### config.mk
export PLATFORM = sky130hd
export DESIGN_NAME = bpu_gshare
export DESIGN_NICKNAME = d
export VERILOG_FILES = /design/src/rtl/bpu_pkg.sv /design/src/rtl/bpu_btb.sv /design/src/rtl/bpu_gshare.sv
export SDC_FILE = /design/constraint.sdc
export NUM_CORES = 2
export LEC_CHECK = 0
export CAP_MARGIN = 20
export CORE_AREA = 2 2 668 670
export DETAILED_ROUTE_END_ITERATION = 10
export DIE_AREA = 0 0 670 672
export GPL_ROUTABILITY_DRIVEN = 0
export HOLD_SLACK_MARGIN = 0.06
export PLACE_DENSITY = 0.6
export SETUP_SLACK_MARGIN = 0.05
export SYNTH_ARGS = -nofsm -noshare
export SYNTH_HDL_FRONTEND = slang
export SYNTH_HIERARCHICAL = 1
export SYNTH_MEMORY_MAX_BITS = 65536
export SYNTH_SLANG_ARGS = --single-unit
export TNS_END_PERCENT = 10
### constraint.sdc
create_clock -name i_clk -period 10.5 [get_ports i_clk]
set_input_delay 3.15 -clock i_clk [delete_from_list [all_inputs] [get_ports i_clk]]
set_output_delay 3.15 -clock i_clk [all_outputs]
set_load 0.005 [all_outputs]
### src/rtl/bpu_pkg.sv
`default_nettype none
// ============================================================================
// Module   : bpu_pkg
// Brief    : Shared types and helpers for the gshare branch prediction unit.
// Revision : 1.0 - initial release
// ============================================================================
package bpu_pkg;

    typedef enum logic [1:0] {
        SNT = 2'b00,
        WNT = 2'b01,
        WT  = 2'b10,
        ST  = 2'b11
    } cnt_t;

    localparam int C_PC_W   = 32;
    // Byte offset is never stored; all tables work on the word address.
    localparam int C_WORD_W = C_PC_W - 2;

    typedef struct packed {
        logic                valid;
        logic [C_WORD_W-1:0] tag;
        logic [C_PC_W-1:0]   target;
        logic                is_jmp;
    } btb_entry_t;

    function automatic int idx_w(input int entries);
        return $clog2(entries);
    endfunction

    function automatic int tag_w(input int entries);
        return C_WORD_W - $clog2(entries);
    endfunction

    function automatic cnt_t sat_inc(input cnt_t c);
        case (c)
            SNT:     return WNT;
            WNT:     return WT;
            default: return ST;
        endcase
    endfunction

    function automatic cnt_t sat_dec(input cnt_t c);
        case (c)
            ST:      return WT;
            WT:      return WNT;
            default: return SNT;
        endcase
    endfunction

endpackage
`default_nettype wire

### src/rtl/bpu_btb.sv
`default_nettype none
// ============================================================================
// Module   : bpu_btb
// Brief    : Direct-mapped branch target buffer, one read port, one write port.
// Revision : 1.0 - initial release
// ============================================================================
module bpu_btb
    import bpu_pkg::*;
#(
    parameter int BTB_ENTRIES = 64
) (
    input  logic                i_clk,
    input  logic                i_reset,
    input  logic [C_WORD_W-1:0] i_rd_addr,
    output logic                o_rd_hit,
    output logic [C_PC_W-1:0]   o_rd_target,
    output logic                o_rd_is_jmp,
    input  logic                i_wr_en,
    input  logic [C_WORD_W-1:0] i_wr_addr,
    input  logic [C_PC_W-1:0]   i_wr_target,
    input  logic                i_wr_is_jmp
);

    localparam int C_IDX_W = idx_w(BTB_ENTRIES);
    localparam int C_TAG_W = tag_w(BTB_ENTRIES);

    btb_entry_t          r_mem [BTB_ENTRIES];
    btb_entry_t          w_rd_entry;
    logic [C_IDX_W-1:0]  w_rd_idx;
    logic [C_IDX_W-1:0]  w_wr_idx;
    logic [C_WORD_W-1:0] w_rd_tag;
    logic [C_WORD_W-1:0] w_wr_tag;

    assign w_rd_idx = i_rd_addr[C_IDX_W-1:0];
    assign w_wr_idx = i_wr_addr[C_IDX_W-1:0];
    assign w_rd_tag = C_WORD_W'(i_rd_addr[C_WORD_W-1:C_WORD_W-C_TAG_W]);
    assign w_wr_tag = C_WORD_W'(i_wr_addr[C_WORD_W-1:C_WORD_W-C_TAG_W]);

    assign w_rd_entry  = r_mem[w_rd_idx];
    assign o_rd_hit    = w_rd_entry.valid && (w_rd_entry.tag == w_rd_tag);
    assign o_rd_target = w_rd_entry.target;
    assign o_rd_is_jmp = w_rd_entry.is_jmp;

    // Newer writer simply replaces whatever lived in the slot.
    always_ff @(posedge i_clk) begin
        if (i_reset) begin
            for (int i = 0; i < BTB_ENTRIES; i++) begin
                r_mem[i].valid <= 1'b0;
            end
        end else if (i_wr_en) begin
            r_mem[w_wr_idx] <= '{valid:  1'b1,
                                 tag:    w_wr_tag,
                                 target: i_wr_target,
                                 is_jmp: i_wr_is_jmp};
        end
    end

endmodule
`default_nettype wire

### src/rtl/bpu_gshare.sv
`default_nettype none
// ============================================================================
// Module   : bpu_gshare
// Brief    : gshare direction predictor + BTB with resolve/redirect and stats.
// Revision : 1.0 - initial release
// ============================================================================
module bpu_gshare
    import bpu_pkg::*;
#(
    parameter int BHT_ENTRIES = 256,
    parameter int BTB_ENTRIES = 64,
    parameter int GHR_W       = 8,
    parameter int CNT_W       = 32
) (
    input  logic             i_clk,
    input  logic             i_reset,
    input  logic [31:0]      i_f_pc,
    input  logic             i_f_stall,
    output logic             o_f_pred_taken,
    output logic [31:0]      o_f_pred_target,
    output logic [GHR_W-1:0] o_f_ghr,
    input  logic             i_u_vld,
    input  logic [31:0]      i_u_pc,
    input  logic             i_u_is_br,
    input  logic             i_u_is_jmp,
    input  logic             i_u_taken,
    input  logic [31:0]      i_u_target,
    input  logic             i_u_pred_taken,
    input  logic [31:0]      i_u_pred_target,
    input  logic [GHR_W-1:0] i_u_ghr,
    output logic             o_mispred,
    output logic [31:0]      o_redirect_pc,
    output logic [CNT_W-1:0] o_br_cnt,
    output logic [CNT_W-1:0] o_mispred_cnt
);

    localparam int C_BHT_IDX_W = idx_w(BHT_ENTRIES);

    cnt_t                   r_bht [BHT_ENTRIES];
    logic [GHR_W-1:0]       r_ghr;
    logic [CNT_W-1:0]       r_br_cnt;
    logic [CNT_W-1:0]       r_mispred_cnt;

    logic [C_BHT_IDX_W-1:0] w_f_idx;
    logic [C_BHT_IDX_W-1:0] w_u_idx;
    cnt_t                   w_f_cnt;
    logic                   w_hit;
    logic                   w_btb_is_jmp;
    logic [31:0]            w_btb_target;
    logic                   w_f_taken;
    logic                   w_u_ctl;
    logic                   w_mispred;

    bpu_btb #(
        .BTB_ENTRIES (BTB_ENTRIES)
    ) u_btb (
        .i_clk       (i_clk),
        .i_reset     (i_reset),
        .i_rd_addr   (i_f_pc[31:2]),
        .o_rd_hit    (w_hit),
        .o_rd_target (w_btb_target),
        .o_rd_is_jmp (w_btb_is_jmp),
        .i_wr_en     (w_u_ctl && i_u_taken),
        .i_wr_addr   (i_u_pc[31:2]),
        .i_wr_target (i_u_target),
        .i_wr_is_jmp (i_u_is_jmp)
    );

    // Lookup
    assign w_f_idx   = i_f_pc[C_BHT_IDX_W+1:2] ^ C_BHT_IDX_W'(r_ghr);
    assign w_f_cnt   = r_bht[w_f_idx];
    assign w_f_taken = w_hit && (w_btb_is_jmp || w_f_cnt == WT || w_f_cnt == ST);

    assign o_f_pred_taken  = !i_reset && w_f_taken;
    assign o_f_pred_target = i_reset ? 32'd0 : (w_hit ? w_btb_target : i_f_pc + 32'd4);
    assign o_f_ghr         = r_ghr;

    // Resolve
    assign w_u_idx   = i_u_pc[C_BHT_IDX_W+1:2] ^ C_BHT_IDX_W'(i_u_ghr);
    assign w_u_ctl   = i_u_vld && (i_u_is_br || i_u_is_jmp);
    assign w_mispred = w_u_ctl && ((i_u_taken != i_u_pred_taken) ||
                                   (i_u_taken && (i_u_target != i_u_pred_target)));

    assign o_mispred     = !i_reset && w_mispred;
    assign o_redirect_pc = i_reset ? 32'd0 : (i_u_taken ? i_u_target : i_u_pc + 32'd4);
    assign o_br_cnt      = r_br_cnt;
    assign o_mispred_cnt = r_mispred_cnt;

    always_ff @(posedge i_clk) begin
        if (i_reset) begin
            for (int i = 0; i < BHT_ENTRIES; i++) begin
                r_bht[i] <= WNT;
            end
        end else if (w_u_ctl && i_u_is_br) begin
            r_bht[w_u_idx] <= i_u_taken ? sat_inc(r_bht[w_u_idx]) : sat_dec(r_bht[w_u_idx]);
        end
    end

    // Repair from the resolving insn outranks the speculative fetch shift.
    always_ff @(posedge i_clk) begin
        if (i_reset) begin
            r_ghr <= '0;
        end else if (w_mispred) begin
            r_ghr <= i_u_is_br ? GHR_W'({i_u_ghr, i_u_taken}) : i_u_ghr;
        end else if (!i_f_stall && w_hit && !w_btb_is_jmp) begin
            r_ghr <= GHR_W'({r_ghr, w_f_taken});
        end
    end

    always_ff @(posedge i_clk) begin
        if (i_reset) begin
            r_br_cnt      <= '0;
            r_mispred_cnt <= '0;
        end else begin
            if (w_u_ctl && (r_br_cnt != '1)) begin
                r_br_cnt <= r_br_cnt + CNT_W'(1);
            end
            if (w_mispred && (r_mispred_cnt != '1)) begin
                r_mispred_cnt <= r_mispred_cnt + CNT_W'(1);
            end
        end
    end

endmodule
`default_nettype wire

======== Word-level counts from Yosys, hierarchy flattened ========
Memories as Yosys holds them, arrays and structs flattened.
Cells that the tools add are included.
word-level totals
  logic and storage cells ................. 73
  bits in writable memories ............... 4,224
  memories kept ........................... 2
  register bits after elaboration ......... 72
memory list
  memory       words  bits a word  read ports  clocked after Yosys merged registers in  wr ports  line              RTL
  u_btb.r_mem  64     58           1           0                                        64        bpu_btb.sv:27     btb_entry_t r_mem [BTB_ENTRIES];
  r_bht        256    2            2           0                                        256       bpu_gshare.sv:39  cnt_t r_bht [BHT_ENTRIES];
operators by class
  mux-type cells .......................... 28
  add/subtract/negate cells ............... 4
  equality and inequality tests ........... 10
  reductions and logical operators ........ 24
  bitwise gates (word level) .............. 2
operators with widths
  kind                   count
  $mux 32                4
  $add 32x1->32 const B  2
  $add 32x3->32 const B  2
  $ne 32x32->1 const B   2
  $mux 58                1
  $reduce_or 58->1       1
  $mux 8                 4
  $ne 32x32->1           1
  $eq 30x24->1           1
  $xor 8x8->8            2
  $mux 2                 7
  $logic_and 1x1->1      13
  $mux 1                 9
  $eq 2x2->1 const B     4
  $pmux 2 s2             2
  $mux 6                 1
  $logic_or 1x1->1       4
  $logic_not 1->1        3
  $eq 2x1->1 const B     1
  $logic_not 2->1        1
  $reduce_bool 2->1      1
  $reduce_or 2->1        1
  $ne 1x1->1             1

======== Logic depth before layout (Yosys ltp) ========
  depth in word-level cells ............... 8
  depth in mapped cells ................... 21

======== Cells and area by module ========
Netlist, hierarchy kept.
modules (own cells, without submodules)
  module      seq. area each (um2)  area an instance (um2)  instances  cells an instance
  bpu_btb     110,826.3             141,878.6               1          6,081
  bpu_gshare  16,816.1              34,720.8                1          3,030

======== Least setup slack after synthesis ========
OpenSTA, ideal clock, no wires.
  kind .................................... input port to output port
  start ................................... in i_f_pc[3]
  end ..................................... out o_f_pred_target[0]
  data arrival time ....................... 6.499 ns
  cell stages on the path ................. 15
  required time ........................... 7.350 ns
  setup slack ............................. 0.851 ns
  cells stage by stage .................... buf_4 -> buf_2 -> buf_2 -> buf_1 -> clkbuf_1 -> mux4_2 -> a32o_1 -> nor4_2 -> xor2_1 -> nand4b_1 -> nor4_2 -> clkbuf_1 -> clkbuf_1 -> mux2i_1 -> nor2_1
on the way
  longest elaborated chain between the ends .. 5
RTL lines
  element                 line              RTL
  start, declared         bpu_gshare.sv:17  input logic [31:0] i_f_pc,
  $mem_v2 64x58 *         n/a
  $eq 30x24->1            bpu_btb.sv:40     assign o_rd_hit = w_rd_entry.valid && (w_rd_entry.tag == w_rd_tag);
  $logic_and 1x1->1 *     bpu_btb.sv:40
  via w_hit               bpu_gshare.sv:47  logic w_hit;
  $mux 32 * (2 in a row)  bpu_gshare.sv:75  assign o_f_pred_target = i_reset ? 32'd0 : (w_hit ? w_btb_target : i_f_pc + 32'd4);
  end, declared           bpu_gshare.sv:20  output logic [31:0] o_f_pred_target,
Mark *: on every way through the listed nets, which the timed path passes. The rest lies on a longest branch.

======== Final worst setup path ========
  start ................................... in i_f_pc[6]
  end ..................................... out o_f_pred_target[3]
Same word-level chain as after synthesis.

==> out/qor.csv <==
metric,value,unit
Finish-stage setup viols,13,
failing checks,setup timing,
adder-cell share of the synthesized area,0.04038,%
Die Span X,670,µm
Crit. Startpoint,i_f_pc[6],
WL/cell,37.44,µm
Yosys reg bits,4296,
headroom to the max-slew limit,21.51,%
Via Count,100900,
grt ovf,0,
DRT antenna net count,0,
later-pin clock latency in the skew report,1.04,ns
Max Slew Vio Count,0,
sequential area share after synthesis,72.28,%
min setup slack post-route,-0.06379,ns
Filler cells,36900,
DRT iter0 DRCs,15590,
share of layout cells above drive strength 1,30.35,%
critical path required time,7.35,ns
global-route wire length before repair,819700,µm
Post-synth EDFFs,4160,
crit path DAT,7.41,ns
post-synthesis simple-gate area fraction,5.447,%
worst setup path class,primary input to output pin,
vias per std cell,6.215,
reg2reg end,o_f_ghr[2],
Final Net Count,10060,
Tcrit/Tclk final,100.6,%
WHS Path Cells,2,
Period minus WS final,10.56,ns
CP Max Fanout,14,
TritonCTS clock tree,done,
reg2reg setup slack,5.57,ns
Num CTS Buffers,434,
drt pass-1 iters,6,
compound-cell area share of the yosys netlist,2.822,%
Finished Layout Cells,16240,
Leak,0.06379,µW
status,"complete, but fails checks",
post-synth cell types,83,
pin count of the biggest net entering global routing,181,
Post-Synth XOR/XNOR Area,0.8927,%
main combinational cell family by area after synthesis,multiplexers,
Syn Inst Count,9111,
worst min path class,register to register,
Setup Skew,0.07167,ns
Critical Path Source Type,primary input,
Pwr per Cell Area,181.5,nW/µm²
row count,245,
worst slack at placement,-0.7060,ns
CP Capture Type,output pin,
drt drc,0,
VDD IR-drop max,0.0001445,V
Highest Clock Rate,0.09466,GHz
fraction of registers with async set/reset,0,%
syn_nets,9259,
mux cell area share after synthesis,16.43,%
Hold Worst Slack,0.4634,ns
DIE HEIGHT,672,µm
Fin. Hold Viols,0,
initial antenna violation count,47,
vias in the first global route,97810,
synthesized cell area,176600,µm²
port bufs,281,
RSZ-0062 raised after global routing,yes,
Tot Pwr,37370,µW
Ys Warns,6,
core area,443600,µm²
Initial Util,39.81,%
cts hold-fix bufs,0,
post-DP HPWL,354100,µm
Worst Hold Launch,u_btb/r_mem[46][57],
Placed Instances,15370,
Reg2Reg Depth,14,
Num Clock Sinks,4296,
Crit Reg-Reg Startpoint,u_btb/r_mem[31][40],
Clock transition at path regs,0.06,ns
Tot GR Track Use,26.33,%
Root Driver,clkbuf_16,
synthesis-to-layout area growth,16.60,%
Ports,282,
Hold EP,u_btb/r_mem[46][57],
Max-cap violations,0,
Worst Tran Pin Value,1.173,ns
die area,450200,µm²
syn avg cell area,19.38,µm²
CTS max path bufs,4,
main flop type after synthesis,edfxtp_1,
Post-Route WL,608100,µm
setup tns final,-0.3094,ns
htree depth,5,
## cells in the mapped netlist, types with 23 or more instances
cell | number | area (µm²)
nor2_1 | 447 | 1678
clkbuf_1 | 372 | 1396
xor2_1 | 106 | 928.4
buf_6 | 88 | 991.0
mux2i_1 | 244 | 2442
and3_1 | 36 | 225.2
edfxtp_1 | 4160 | 124900
o22ai_1 | 107 | 669.4
o21bai_1 | 143 | 1074
mux4_2 | 1172 | 26400
a22oi_1 | 133 | 998.5
inv_1 | 79 | 296.5
nand3_1 | 270 | 1351
nor2b_1 | 45 | 281.5
or3_1 | 23 | 143.9
xnor2_1 | 69 | 604.3
a21oi_1 | 122 | 610.6
buf_1 | 37 | 138.9
nand2_1 | 346 | 1299
dfxtp_1 | 136 | 2723
o21ai_0 | 35 | 175.2
a211oi_1 | 40 | 300.3
or2_2 | 120 | 750.7
nand4_1 | 58 | 362.9
nor3_2 | 240 | 2402
buf_2 | 111 | 555.5
buf_4 | 31 | 232.7
nor3_1 | 74 | 370.4
## layer usage
layer  vias up  wire, µm  global-route usage [%]
li1      39020         -                       -
met1     53980    220900                   34.34
met2      6631    285300                   41.83
met3      1282     66100                   5.904
met4        22     35750                   13.05
met5         -       126                       0
## worst max-delay path by stage
stage | to | slack, ns | cells past startpoint
2_1_floorplan | o_f_pred_target[0] | 0.85 | 15
3_3_place_gp | o_f_pred_target[20] | -0.81 | 19
3_5_place_dp | o_f_pred_target[22] | -0.71 | 19
4_1_cts | o_f_pred_target[2] | -0.05 | 15
5_1_grt | o_f_pred_target[3] | -0.01 | 15
6_report | o_f_pred_target[3] | -0.06 | 14
## placed cells by master, fill, tap and decap left out, drive strengths merged, types with 163 or more instances in the layout
master and n:
clkinv 163, mux4 1176, buf 784, clkbuf 570
nand2 346, mux2i 244, clkdlybuf4s50 185, nor2 447
nand3 270, edfxtp 4160, nor3 314
## cell type report
type                       count  area [µm²]  share of cell area, %
sequential                  4296      127600                  61.99
inverter                      80       310.3                 0.1507
clock inverter               240        2427                  1.179
clock buffer                 555       11560                  5.613
multi-input combinational   4092       46320                  22.49
tap                         5928        7417                  3.602
antenna                       41       102.6                0.04983
timing repair buffer        1010       10140                  4.925
## flip-flops by register name, summed over array words and instances, names as in the netlist
register       flops
o_mispred_cnt     32
r_bht            512
o_br_cnt          32
o_f_ghr            8
u_btb/r_mem     3712
## worst max-delay path, cell delays in order
cell and delay, ns:
buf_4 0.43, nor2_1 0.33, buf_4 0.24, nand4_1 0.14, nand3_1 0.11, or4_1 0.53, a222oi_1 0.48, nand4b_1 0.41
nor4_4 0.42, buf_12 0.17, buf_8 0.16, mux2i_1 0.24, nor2_1 0.06, clkdlybuf4s50_1 0.48
## repair_timing
item / CTS / global route
buffers inserted: 13 / 16
setup endpoints to repair: 38 / 38
cloned: 4 / 5
resized for setup: 61 / 70
pin swaps: 10 / 17
## stage by stage
step	instance area (µm²)	utilization, %
floorplan	176600	-
global placement	190800	43.01
detailed placement	191000	43.05
CTS	205300	46.29
global route	205800	46.41
finish	205900	46.42
## cell families after synthesis
family	after synthesis
AO/OA/AOI/OAI	720
XOR/XNOR	177
flip-flops	4296
multiplexers	1427
AND/OR/NAND/NOR	1762
buffers and inverters	723
adder cells (fa/ha/maj)	6
## report_power, final
group | internal, µW | leakage [µW] | switching, µW
combinational | 1070 | 0.0185 | 1920
sequential | 18900 | 0.0385 | 38.3
clock | 8840 | 0.00683 | 6630
(Power assumes the default switching activity.)
